File: src/rtl/pwl_mix_dsm.sv
// pwl_mix_dsm: collects one signed sample per channel per frame from the
// time-multiplexed ALU stream, sums them into a frame mix, flags frames whose
// channels arrive out of order, and drives a first-order delta-sigma
// modulator that turns the latest mix into a 1-bit audio bitstream.
module pwl_mix_dsm #(
   parameter int BITS    = 12,
   parameter int CH_BITS = 2
) (
   input  logic                          clk,
   input  logic                          rst,
   input  logic                          en,
   input  logic                          in_valid,
   input  logic [CH_BITS-1:0]            in_ch,
   input  logic [BITS-1:0]               in_sample,
   input  logic [(1 << CH_BITS)-1:0]     ch_mask,
   input  logic                          err_clear,
   output logic [BITS+CH_BITS-1:0]       mix_out,
   output logic                          mix_valid,
   output logic                          frame_error,
   output logic                          dsm_out
);

   localparam int NUM_CHANNELS = 1 << CH_BITS;
   localparam int W            = BITS + CH_BITS;

   localparam logic [CH_BITS-1:0] FIRST_CH = CH_BITS'(0);
   localparam logic [CH_BITS-1:0] SECOND_CH = CH_BITS'(1);
   localparam logic [CH_BITS-1:0] LAST_CH  = CH_BITS'(NUM_CHANNELS - 1);

   // Frame collection state
   logic [CH_BITS-1:0] exp_ch_r;
   logic [W-1:0]       acc_r;

   // Modulator state
   logic [W-1:0]       dsm_acc_r;

   // Combinational helpers
   logic               accept_s;
   logic               in_order_s;
   logic               last_ch_s;
   logic               first_ch_s;
   logic [W-1:0]       term_s;
   logic [W-1:0]       sum_s;
   logic [W-1:0]       u_s;
   logic [W:0]         dsm_sum_s;

   // Decode the incoming sample: acceptance, ordering and its masked, sign-extended contribution
   always_comb begin
      accept_s   = en & in_valid;
      in_order_s = (in_ch == exp_ch_r);
      last_ch_s  = (in_ch == LAST_CH);
      first_ch_s = (in_ch == FIRST_CH);
      term_s     = '0;
      if (ch_mask[in_ch]) begin
         term_s = {{CH_BITS{in_sample[BITS-1]}}, in_sample};
      end else begin
         term_s = '0;
      end
      sum_s     = acc_r + term_s;
      // Offset-binary view of the mix: MSB inverted maps -2^(W-1)..2^(W-1)-1 onto 0..2^W-1
      u_s       = {~mix_out[W-1], mix_out[W-2:0]};
      dsm_sum_s = {1'b0, dsm_acc_r} + {1'b0, u_s};
   end

   // Frame accumulation: in-order samples build the sum, the last channel publishes it
   always_ff @(posedge clk or posedge rst) begin
      if (rst) begin
         exp_ch_r  <= FIRST_CH;
         acc_r     <= '0;
         mix_out   <= '0;
         mix_valid <= 1'b0;
      end else begin
         // The pulse always drops on the following edge, even with en low
         mix_valid <= 1'b0;
         if (accept_s) begin
            if (in_order_s) begin
               if (last_ch_s) begin
                  mix_out   <= sum_s;
                  mix_valid <= 1'b1;
                  acc_r     <= '0;
                  exp_ch_r  <= FIRST_CH;
               end else begin
                  acc_r    <= sum_s;
                  exp_ch_r <= exp_ch_r + SECOND_CH;
               end
            end else begin
               // Partial frame is discarded; a channel-0 sample starts a fresh frame
               if (first_ch_s) begin
                  acc_r    <= term_s;
                  exp_ch_r <= SECOND_CH;
               end else begin
                  acc_r    <= '0;
                  exp_ch_r <= FIRST_CH;
               end
            end
         end else begin
            acc_r    <= acc_r;
            exp_ch_r <= exp_ch_r;
         end
      end
   end

   // Sticky out-of-order flag; a new error wins over a simultaneous clear
   always_ff @(posedge clk or posedge rst) begin
      if (rst) begin
         frame_error <= 1'b0;
      end else if (accept_s && !in_order_s) begin
         frame_error <= 1'b1;
      end else if (en && err_clear) begin
         frame_error <= 1'b0;
      end else begin
         frame_error <= frame_error;
      end
   end

   // First-order delta-sigma: the accumulator carry is the output bit
   always_ff @(posedge clk or posedge rst) begin
      if (rst) begin
         dsm_acc_r <= '0;
         dsm_out   <= 1'b0;
      end else if (en) begin
         dsm_acc_r <= dsm_sum_s[W-1:0];
         dsm_out   <= dsm_sum_s[W];
      end else begin
         dsm_acc_r <= dsm_acc_r;
         dsm_out   <= dsm_out;
      end
   end

endmodule

File: config.mk
export PLATFORM = sky130hd
export DESIGN_NAME = pwl_mix_dsm
export DESIGN_NICKNAME = d
export VERILOG_FILES = /design/src/rtl/pwl_mix_dsm.sv
export SDC_FILE = /design/constraint.sdc
export NUM_CORES = 1
export LEC_CHECK = 0
export ABC_AREA = 0
export BUFFER_PORTS_ARGS = -buffer_cell sky130_fd_sc_hd__buf_4
export CORE_MARGIN = 3
export CORE_UTILIZATION = 35
export CTS_CLUSTER_SIZE = 30
export DETAILED_ROUTE_END_ITERATION = 8
export PLACE_DENSITY_LB_ADDON = 0.2
export SLEW_MARGIN = 0
export SYNTH_ARGS = -nofsm -noshare
export SYNTH_HDL_FRONTEND = slang
export SYNTH_SLANG_ARGS = --single-unit
File: constraint.sdc
create_clock -name clk -period 3.7 [get_ports clk]
set_input_delay 0.74 -clock clk [delete_from_list [all_inputs] [get_ports clk]]
set_output_delay 0.74 -clock clk [all_outputs]
set_load 0.05 [all_outputs]
After elaboration in Yosys (flattened, before gate mapping)
Cells that the tools add are included.
{"block": "word_totals", "output_inout_bits": 17, "ff_bits": 47, "input_bits": 23, "elab_cells": 35}
{"block": "op_classes", "n_mux": 14, "n_eq_ne": 2, "bitwise": 2, "order_cmp": 1, "n_reduce_logical": 6, "add_sub_neg": 3}
{"op": "$mux W14", "count": 4}
{"op": "$add A14 B14 Y15", "count": 1}
{"op": "$add A14 B14 Y14", "count": 1}
{"op": "$mux W1", "count": 7}
{"op": "$mux W2", "count": 2}
{"op": "$lt A2 B3 Y1 const B", "count": 1}
{"op": "$reduce_and A3 Y1", "count": 1}
{"op": "$add A2 B1 Y2 const B", "count": 1}
{"op": "$bmux W1 S2", "count": 1}
{"op": "$eq A2 B2 Y1", "count": 1}
{"op": "$eq A2 B2 Y1 const B", "count": 1}
{"op": "$logic_and A1 B1 Y1", "count": 2}
{"op": "$logic_not A2 Y1", "count": 1}
{"op": "$reduce_bool A2 Y1", "count": 1}
{"op": "$and A1 B1 Y1", "count": 1}
{"op": "$logic_not A1 Y1", "count": 1}
{"op": "$not A1 Y1", "count": 1}

Logic depth before layout (Yosys ltp)
Gate-level depths: netlist (run 1).
{"block": "depth", "depth_word": 6, "mapped_depth": 14, "mapped_depth_nobuf": 12}

Worst setup path after synthesis (run 1)
No wires, ideal clock.
{"block": "synth_timing", "path_kind": "input to register", "startpoint": "in in_ch[0]", "endpoint": "reg acc_r[13]", "required_time_ns": 3.572, "path_slack_ns": 0.335, "arrival_time_ns": 3.237, "setup_time_ns": 0.128, "path_stages": 12, "path_buffers": 2, "cell_sequence": "buf_6 mux4_2 buf_2 and2_1 ha_1 a21o_1 a21oi_1 a21oi_1 o211a_1 nor3_1 and3_4 nor3_1"}
{"block": "synth_between", "elab_chain_len": 6, "elab_cells_between_ends": 10, "classes_between": "1 x add/sub; 2 x eq/ne; 6 x mux; 1 x reduce/logical"}
{"element": "start, declared", "line_no": "13", "text": "input logic [CH_BITS-1:0] in_ch,"}
{"element": "$bmux W1 S2", "line_no": "54", "text": "if (ch_mask[in_ch]) begin"}
{"element": "$mux W1 (not written as such)", "line_no": "54"}
{"element": "$mux W14", "line_no": "54"}
{"element": "$add A14 B14 Y14", "line_no": "59", "text": "sum_s = acc_r + term_s;"}
{"element": "$mux W14", "line_no": "77", "text": "if (last_ch_s) begin"}
{"element": "$mux W14 (*)", "line_no": "76", "text": "if (in_order_s) begin"}
{"element": "end signal, assigned", "line_no": "83", "text": "acc_r <= sum_s;"}
{"element": "end signal, assigned", "line_no": "89", "text": "acc_r <= term_s;"}
{"element": "end signal, assigned", "line_no": "97", "text": "acc_r <= acc_r;"}
{"element": "end, declared", "line_no": "32", "text": "logic [W-1:0] acc_r;"}
Every way passes the cells marked *; elsewhere a longest branch is shown, timed or not. The select of a mux whose other input is x is not followed.
A chain may end at the register's enable or synchronous reset.

Worst setup path in the final report (run 1)
{"block": "layout_timing", "startpoint": "in in_ch[0]", "endpoint": "reg acc_r[11]"}
Same word-level chain as after synthesis.

==> results.cfg, run 1 <==
[outcome]
status = finished clean

[grt]
grt_pass1_wl_um = 13250
antenna_found_initial = 0
grt_max_degree = 31
grt_usage_pct = 16.02
grt_pass1_vias = 2767
overflow = 0

[clocking]
cts-buffers-inserted = 5
clock_path_buffers = 2
tritoncts = done
cts_setup_buffers = 0
root_buffer = clkbuf_8
clock_sinks = 47
clock_latency_ps = 310
cts.clk_slew.worst_paths_ps = 90
postCtsHoldBufs = 0
ctsHtreeMaxLevel = 2
post_cts_resized = 0

[sta]
slew_violations = 0
period_needed_ps = 3272
fin_crit_sh_pct = 88.43
hold_viol = 0
slew-limit-headroom_pct = 54.79
clock_skew_ps = 8.900
max_freq_mhz = 305.6
tns_ps = 0
rsz0062_at_grt = no
setup_viol = 0
tightest_slew_ps = 677.1

[die]
num_io_pins = 40
dieArea_sq_um = 10490
row_count = 34
core_area_sq_um = 8891
die_w_um = 102.4
start_util_pct = 36.59
die_h_um = 102.4

[logic_synthesis]
ys_warn_count = 0
synth_seq_cells = 47
async_flop_share_pct = 100.0
netlist_instances = 367
syn_area_sq_um = 3253
ys.flop_type = dfrtp_1
syn-num-nets = 419
syn_avg_cell_area_sq_um = 8.864
yosysSeqAreaShare_pct = 36.15
synth.distinct_cells = 55
synth_edf_count = 0

[finish]
fin_area_sq_um = 3786
post-route-util_pct = 42.58
final_cell_mix = 49 x nand2_1, 47 x dfrtp_1, 43 x buf_4, 31 x o21ai_0, 27 x ha_1
diodes = 0
instances_no_fill = 515
drive_gt1_share_pct = 16.46
fin_nets = 458
fillers = 915
syn_to_final_growth_pct = 16.38
final_common_cell = nand2_1

[detailed_routing]
vias_per_cell = 5.210
finalWirelength_um = 7643
vias = 2683
wl_per_cell_um = 14.84
drt_iter0_markers = 110
drc = 0
dr.pass1.iters = 4
drt.antenna.violating_nets = 0

[worst_setup_path]
cp.arrival_ps = 3470
crit_family = compound AO/OA/AOI/OAI gates
path_cells = buf_4 > mux4_2 > and2_1 > ha_1 > a21o_1 > a21oi_1 > nand2_1 > a21o_1 > a311oi_1 > and3b_1 > nor3_1
r2r_setup_slack_ps = 1270
path_buf_inv = 1
cp_common_cell = a21o_1
worst_setup_path_end_kind = flop
critPathMaxStageDelay_ps = 630
slowest_stage = mux4_2
crit_path_max_fanout = 13
reg2reg_depth = 10
critPathKind = in -> reg
startpoint_type = input pin
reg2reg_from = mix_out[0]
critPathRequiredTime_ps = 3900
r2r_end = dsm_acc_r[8]

[power_and_ir_drop]
p_leak_nw = 1.824
power_density_nw_per_um2 = 688.8
ir_drop_mv = 0.2121
power.total_w = 0.002608

[placed_design]
dp.cells = 507
dpl-instance-area_sq_um = 3654
place_congestion = 0.8844
hpwl_um = 5918
io_buffers = 39

[worst_hold_path]
hold_path.class = reg -> reg
min_to = frame_error
hp-start = frame_error
min_path_cells = 2

[run]
cap_viol_max_count = 0
logic make-up (layout without fill, tap and decap cells):
group,count (synthesis),in the layout,synth area share [%]
xor gates and xnor gates,19,19,5.115
muxes,11,11,4.077
adders and majority gates,29,29,11.62
AOI/OAI and AO/OA,106,106,20.42
buffers and inverters,32,72,4.192
and+or+nand+nor,123,123,18.42
DFF,47,47,36.15
synthesized netlist by cell type (all sizes together), types with 2 or more instances:
master   n  area share, %
nand2   49            5.7
dfrtp   47             36
o21ai   37            5.7
ha      27             10
a21oi   22            3.4
nor2    22            2.5
inv     20            2.3
and2    15            3.0
xnor2   13            3.5
mux2     8            2.8
a21o     7            1.6
clkbuf   7           0.81
nor2b    7            1.3
nor3     7            1.2
and3     6            1.3
xor2     6            1.6
o21a     5            1.2
a221oi   4            1.1
a22oi    4           0.92
buf      4           0.96
o211ai   4           0.92
o21bai   4           0.92
or3      4           0.77
a31o     3           0.81
nand3    3           0.46
nand4    3           0.58
a211oi   2           0.46
a22o     2           0.54
fa       2            1.2
mux2i    2           0.62
nor4     2           0.38
o22ai    2           0.38
o31ai    2           0.46
worst max path at each step:
stage / startpoint / to / slack [ps] / cells past startpoint
2_1_floorplan: in_ch[0] / acc_r[13] / 340 / 12
3_3_place_gp: in_ch[0] / acc_r[13] / 180 / 11
3_5_place_dp: in_ch[0] / acc_r[11] / 120 / 11
4_1_cts: in_ch[0] / acc_r[11] / 450 / 11
5_1_grt: in_ch[0] / acc_r[11] / 140 / 11
6_report: in_ch[0] / acc_r[11] / 430 / 11
sequential cells by signal (all words and copies together) (netlist names):
register / flops
mix_valid: 1
dsm_acc_r: 14
acc_r: 14
exp_ch_r: 2
frame_error: 1
dsm_out: 1
mix_out: 14
power by group:
part | total [W] | internal, W | switching, W
sequential | 0.000801 | 0.000680 | 0.000121
clock | 0.000462 | 0.000270 | 0.000191
combinational | 0.00135 | 0.000564 | 0.000781
total | 0.00261 | 0.00151 | 0.00109
worst register-to-register path, delay by kind of cell, from the launching register on:
kind,cells,cell delay [ps]
adders and majority gates,2,570
DFF,1,390
and+or+nand+nor,1,130
buffers and inverters,1,50
AOI/OAI and AO/OA,6,1170
metal layers:
layer	track usage [%]	share of wire, %	wire length (um)	vias up
met2	26.39	46	3523	39
met5	0	0	0	-
li1	-	-	-	1380
met1	21.73	49	3776	1259
met4	3.734	0.94	72	0
met3	3.208	3.5	270	5
layout make-up:
type	count	area, sq um	area share, %
multi-input cells	288	1941	51.26
repair buffers	43	322.8	8.526
well taps	108	135.1	3.569
inverters	21	78.83	2.082
flip-flops and latches	47	1176	31.06
clock buffers	6	72.57	1.917
clock inverters	2	60.06	1.586
per-stage QoR:
stage / hold slack [ps] / worst slack, ps
2_1_floorplan: 455.7 / 335.1
3_3_place_gp: 469.9 / 178.6
3_5_place_dp: 471.4 / 123.3
4_1_cts: 492.2 / 449.3
5_1_grt: 538.7 / 137.2
6_report: 482.5 / 428.2
(Power assumes the default switching activity.)
==> run 2: changes to the inputs <==
- clock period: 3.7 -> 3.4 ns (I/O delays scaled with it)
==> results.cfg, run 2 (synthesis results as in run 1) <==
[clocking]
tritoncts = done
root_buffer = clkbuf_8
clock_sinks = 47
cts-buffers-inserted = 5
clock_latency_ps = 290
post_cts_resized = 0
ctsHtreeMaxLevel = 2
clock_path_buffers = 2
cts_setup_buffers = 0
cts.clk_slew.worst_paths_ps = 90
postCtsHoldBufs = 0

[grt]
overflow = 0
grt_max_degree = 48
grt_pass1_vias = 2693
grt_pass1_wl_um = 13150
grt_usage_pct = 15.83
antenna_found_initial = 0

[detailed_routing]
dr.pass1.iters = 4
drt_iter0_markers = 76
vias = 2751
finalWirelength_um = 7706
wl_per_cell_um = 14.85
vias_per_cell = 5.301
drt.antenna.violating_nets = 0
drc = 0

[outcome]
status = finished clean

[die]
row_count = 34
dieArea_sq_um = 10490
core_area_sq_um = 8891
start_util_pct = 36.59
num_io_pins = 40
die_w_um = 102.4
die_h_um = 102.4

[worst_setup_path]
startpoint_type = input pin
crit_start = in_ch[0]
reg2reg_depth = 10
cp.arrival_ps = 3320
worst_setup_path_end_kind = flop
r2r_end = dsm_acc_r[8]
critPathRequiredTime_ps = 3590
critPathCapture = mix_out[11]
r2r_setup_slack_ps = 990
crit_path_max_fanout = 9
critPathKind = in -> reg
reg2reg_from = mix_out[0]

[power_and_ir_drop]
ir_drop_mv = 0.2218
p_leak_nw = 1.830
power_density_nw_per_um2 = 711.9

[sta]
tightest_slew_ps = 1021
slew_violations = 0
max_freq_mhz = 319.3
period_needed_ps = 3132
rsz0062_at_grt = no
fin_crit_sh_pct = 92.13
hold_viol = 0
setup_viol = 0
tns_ps = 0
final.setup.worst_slack_ps = 267.7
slew-limit-headroom_pct = 31.83
clock_skew_ps = 6.560

[placed_design]
hpwl_um = 6034
place_congestion = 0.9770
place_ws_ps = -52.04
dp.cells = 512
io_buffers = 39

[finish]
reg.largest.list = acc_r (14), dsm_acc_r (14), mix_out (14)
drive_gt1_share_pct = 17.76
instances_no_fill = 519
fillers = 893
diodes = 0
fin_nets = 463
final_cell_mix = 49 x nand2_1, 48 x buf_4, 47 x dfrtp_1, 31 x o21ai_0, 27 x ha_1
syn_to_final_growth_pct = 16.31
final_common_cell = nand2_1

[run]
cap_viol_max_count = 0

[worst_hold_path]
hold_path.class = reg -> reg
## run 2: changes by cell type in the layout (fill, tap and decap cells not counted)
cell	change
bufinv_16	-2
clkbuf_1	-1
nor3_1	-1
buf_4	+5
nor3_2	+1
clkbuf_8	+1
clkinv_2	+1
## run 2: per-stage QoR
| step | total power, W | instance area, sq um | util [%] | hold WS (ps) |
|---|---|---|---|---|
| floorplan | 0.001995 | 3253 | - | 455.7 |
| global placement | 0.002335 | 3691 | 41.51 | 471.8 |
| detailed placement | 0.002366 | 3691 | 41.51 | 481.2 |
| CTS | 0.002729 | 3779 | 42.50 | 502.4 |
| global route | 0.002940 | 3784 | 42.56 | 529.9 |
| finish | 0.002693 | 3784 | 42.56 | 493.8 |
## run 2: layer usage
layer / part of all wire (%) / GRT usage [%] / up-vias
li1: - / - / 1393
met1: 48 / 21.15 / 1299
met2: 47 / 27.04 / 52
met3: 3.5 / 2.594 / 7
met4: 1.1 / 3.330 / 0
met5: 0 / 0 / -
## run 2: layout make-up
| type | instances | area [sq um] | share of cell area, % |
|---|---|---|---|
| multi-input cells | 288 | 1946 | 51.42 |
| flip-flops and latches | 47 | 1176 | 31.08 |
| clock buffers | 6 | 82.58 | 2.183 |
| inverters | 21 | 78.83 | 2.083 |
| well taps | 108 | 135.1 | 3.571 |
| repair buffers | 48 | 360.3 | 9.524 |
| clock inverters | 1 | 5.005 | 0.1323 |
## run 2: power breakdown
group	internal, W	switching (W)	leakage, nW	total [W]
combinational	0.000625	0.000849	1.19	0.00147
clock	0.000160	0.000187	0.0470	0.000347
sequential	0.000740	0.000132	0.594	0.000872
total	0.00153	0.00117	1.83	0.00269
## run 2: worst min path at each step
stage                        from            end  slack [ps]  depth (start not counted)
floorplan           dsm_acc_r[10]  dsm_acc_r[10]         460                          2
CTS                      acc_r[0]       acc_r[0]         500                          2
global placement      frame_error    frame_error         470                          2
global route          frame_error    frame_error         530                          2
detailed placement       acc_r[0]       acc_r[0]         480                          2
finish                frame_error    frame_error         490                          2
## run 2: critical path, stage by stage
cell and delay, ps:
buf_4 90, mux4_2 550, buf_4 190, and2_1 170, ha_1 330, a21oi_1 220, o21bai_1 110, a21oi_1 200
nor2b_1 70, a311oi_1 290, buf_4 180, xor2_1 160, o21ai_1 80
==> run 3: changes to the inputs <==
- clock period: 3.4 -> 3.8 ns (I/O delays scaled with it)
==> results.cfg, run 3 (synthesis results as in run 1) <==
[worst_setup_path]
critPathKind = in -> reg
path_cells = buf_4 > mux4_2 > and2_1 > ha_1 > a21o_1 > a21oi_1 > nand2_1 > a21o_1 > a311oi_1 > and3b_1 > nor3_1
r2r_end = dsm_acc_r[8]
r2r_setup_slack_ps = 1360
reg2reg_depth = 10
reg2reg_from = mix_out[0]
critPathRequiredTime_ps = 4010
crit_family = compound AO/OA/AOI/OAI gates
path_buf_inv = 1
critPathMaxStageDelay_ps = 630
crit_path_max_fanout = 13
slowest_stage = mux4_2
worst_setup_path_end_kind = flop
startpoint_type = input pin
cp_common_cell = a21o_1
cp.arrival_ps = 3530

[die]
row_count = 34
core_area_sq_um = 8891
die_h_um = 102.4
num_io_pins = 40
dieArea_sq_um = 10490
die_w_um = 102.4
start_util_pct = 36.59

[sta]
tns_ps = 0
whs_ps = 501.6
max_freq_mhz = 301.8
setup_viol = 0
period_needed_ps = 3314
hold_viol = 0
clock_skew_ps = 11.92
tightest_slew_ps = 735.7
fin_crit_sh_pct = 87.20
slew_violations = 0
final.setup.worst_slack_ps = 486.3
slew-limit-headroom_pct = 50.83
rsz0062_at_grt = no

[detailed_routing]
drc = 0
drt_iter0_markers = 135
dr.pass1.iters = 4
vias_per_cell = 5.235
finalWirelength_um = 7660
vias = 2691
drt.antenna.violating_nets = 0
wl_per_cell_um = 14.90

[outcome]
status = finished clean

[clocking]
clock_sinks = 47
cts_setup_buffers = 0
cts-buffers-inserted = 5
root_buffer = clkbuf_8
post_cts_resized = 0
tritoncts = done
cts.clk_slew.worst_paths_ps = 110
clock_path_buffers = 2
clock_latency_ps = 310
ctsHtreeMaxLevel = 2
postCtsHoldBufs = 0

[grt]
grt_pass1_vias = 2733
antenna_found_initial = 0
overflow = 0
grt_max_degree = 31
grt_usage_pct = 16.19
grt_pass1_wl_um = 13420

[finish]
diodes = 0
final_common_cell = nand2_1
reg.largest.list = acc_r (14), dsm_acc_r (14), mix_out (14)
drive_gt1_share_pct = 16.50
final_cell_mix = 49 x nand2_1, 47 x dfrtp_1, 42 x buf_4, 31 x o21ai_0, 27 x ha_1
fin_nets = 457
fillers = 927
syn_to_final_growth_pct = 16.38

[placed_design]
place_congestion = 0.8897
io_buffers = 39
place_ws_ps = 177.2
hpwl_um = 5971

[power_and_ir_drop]
power_density_nw_per_um2 = 674.6
p_leak_nw = 1.824
ir_drop_mv = 0.2382

[worst_hold_path]
hold_path.class = reg -> reg
min_path_cells = 2
hp-start = acc_r[0]
min_to = acc_r[0]

[run]
cap_viol_max_count = 0
==> run 3: cell count changes in the layout (fill, tap and decap cells not counted), sizes merged <==
cell / change
clkinv: -1
clkbuf: -1
bufinv: +2
buf: -6
inv: +1
==> run 3: worst max-delay path by stage <==
stage / from / to / slack (ps) / depth (start not counted)
2_1_floorplan: in_ch[0] / acc_r[13] / 420 / 12
3_3_place_gp: in_ch[0] / acc_r[13] / 260 / 11
3_5_place_dp: in_ch[0] / acc_r[11] / 180 / 11
4_1_cts: in_ch[0] / acc_r[11] / 520 / 11
5_1_grt: in_ch[0] / acc_r[11] / 340 / 11
6_report: in_ch[0] / acc_r[11] / 490 / 11
==> run 3: where the power goes <==
part / internal [W] / switching, W / total, W
clock network: 0.000267 / 0.000200 / 0.000467
logic: 0.000548 / 0.000759 / 0.00131
registers: 0.000662 / 0.000117 / 0.000780
==> run 3: cell type report <==
type / count / area (sq um) / area share, %
clock inverter: 3 / 71.32 / 1.884
clock buffer: 5 / 68.82 / 1.818
sequential: 47 / 1176 / 31.06
multi-input combinational: 288 / 1941 / 51.26
tap: 108 / 135.1 / 3.569
timing repair buffer: 42 / 315.3 / 8.328
inverter: 21 / 78.83 / 2.082
==> run 3: metal layers <==
metal  up-vias  wire [um]  track usage, %
li1       1382          -               -
met1      1256       3708           22.10
met2        46       3620           27.29
met3         7        267           2.389
met4         0         63           3.431
met5         -          0               0
==> run 3: worst min-delay path: stages (launching register included) <==
cell     delay (ps)
dfrtp_1         360
nand2_1          50
o21ai_0          60
==> run 3: metrics by stage <==
stage	util (%)	total power (W)	cell area, sq um	instances
floorplan	-	0.001785	3253	367
global placement	41.01	0.002074	3646	506
detailed placement	41.01	0.002100	3646	506
CTS	42.58	0.002579	3786	514
global route	42.58	0.002775	3786	514
finish	42.58	0.002554	3786	514
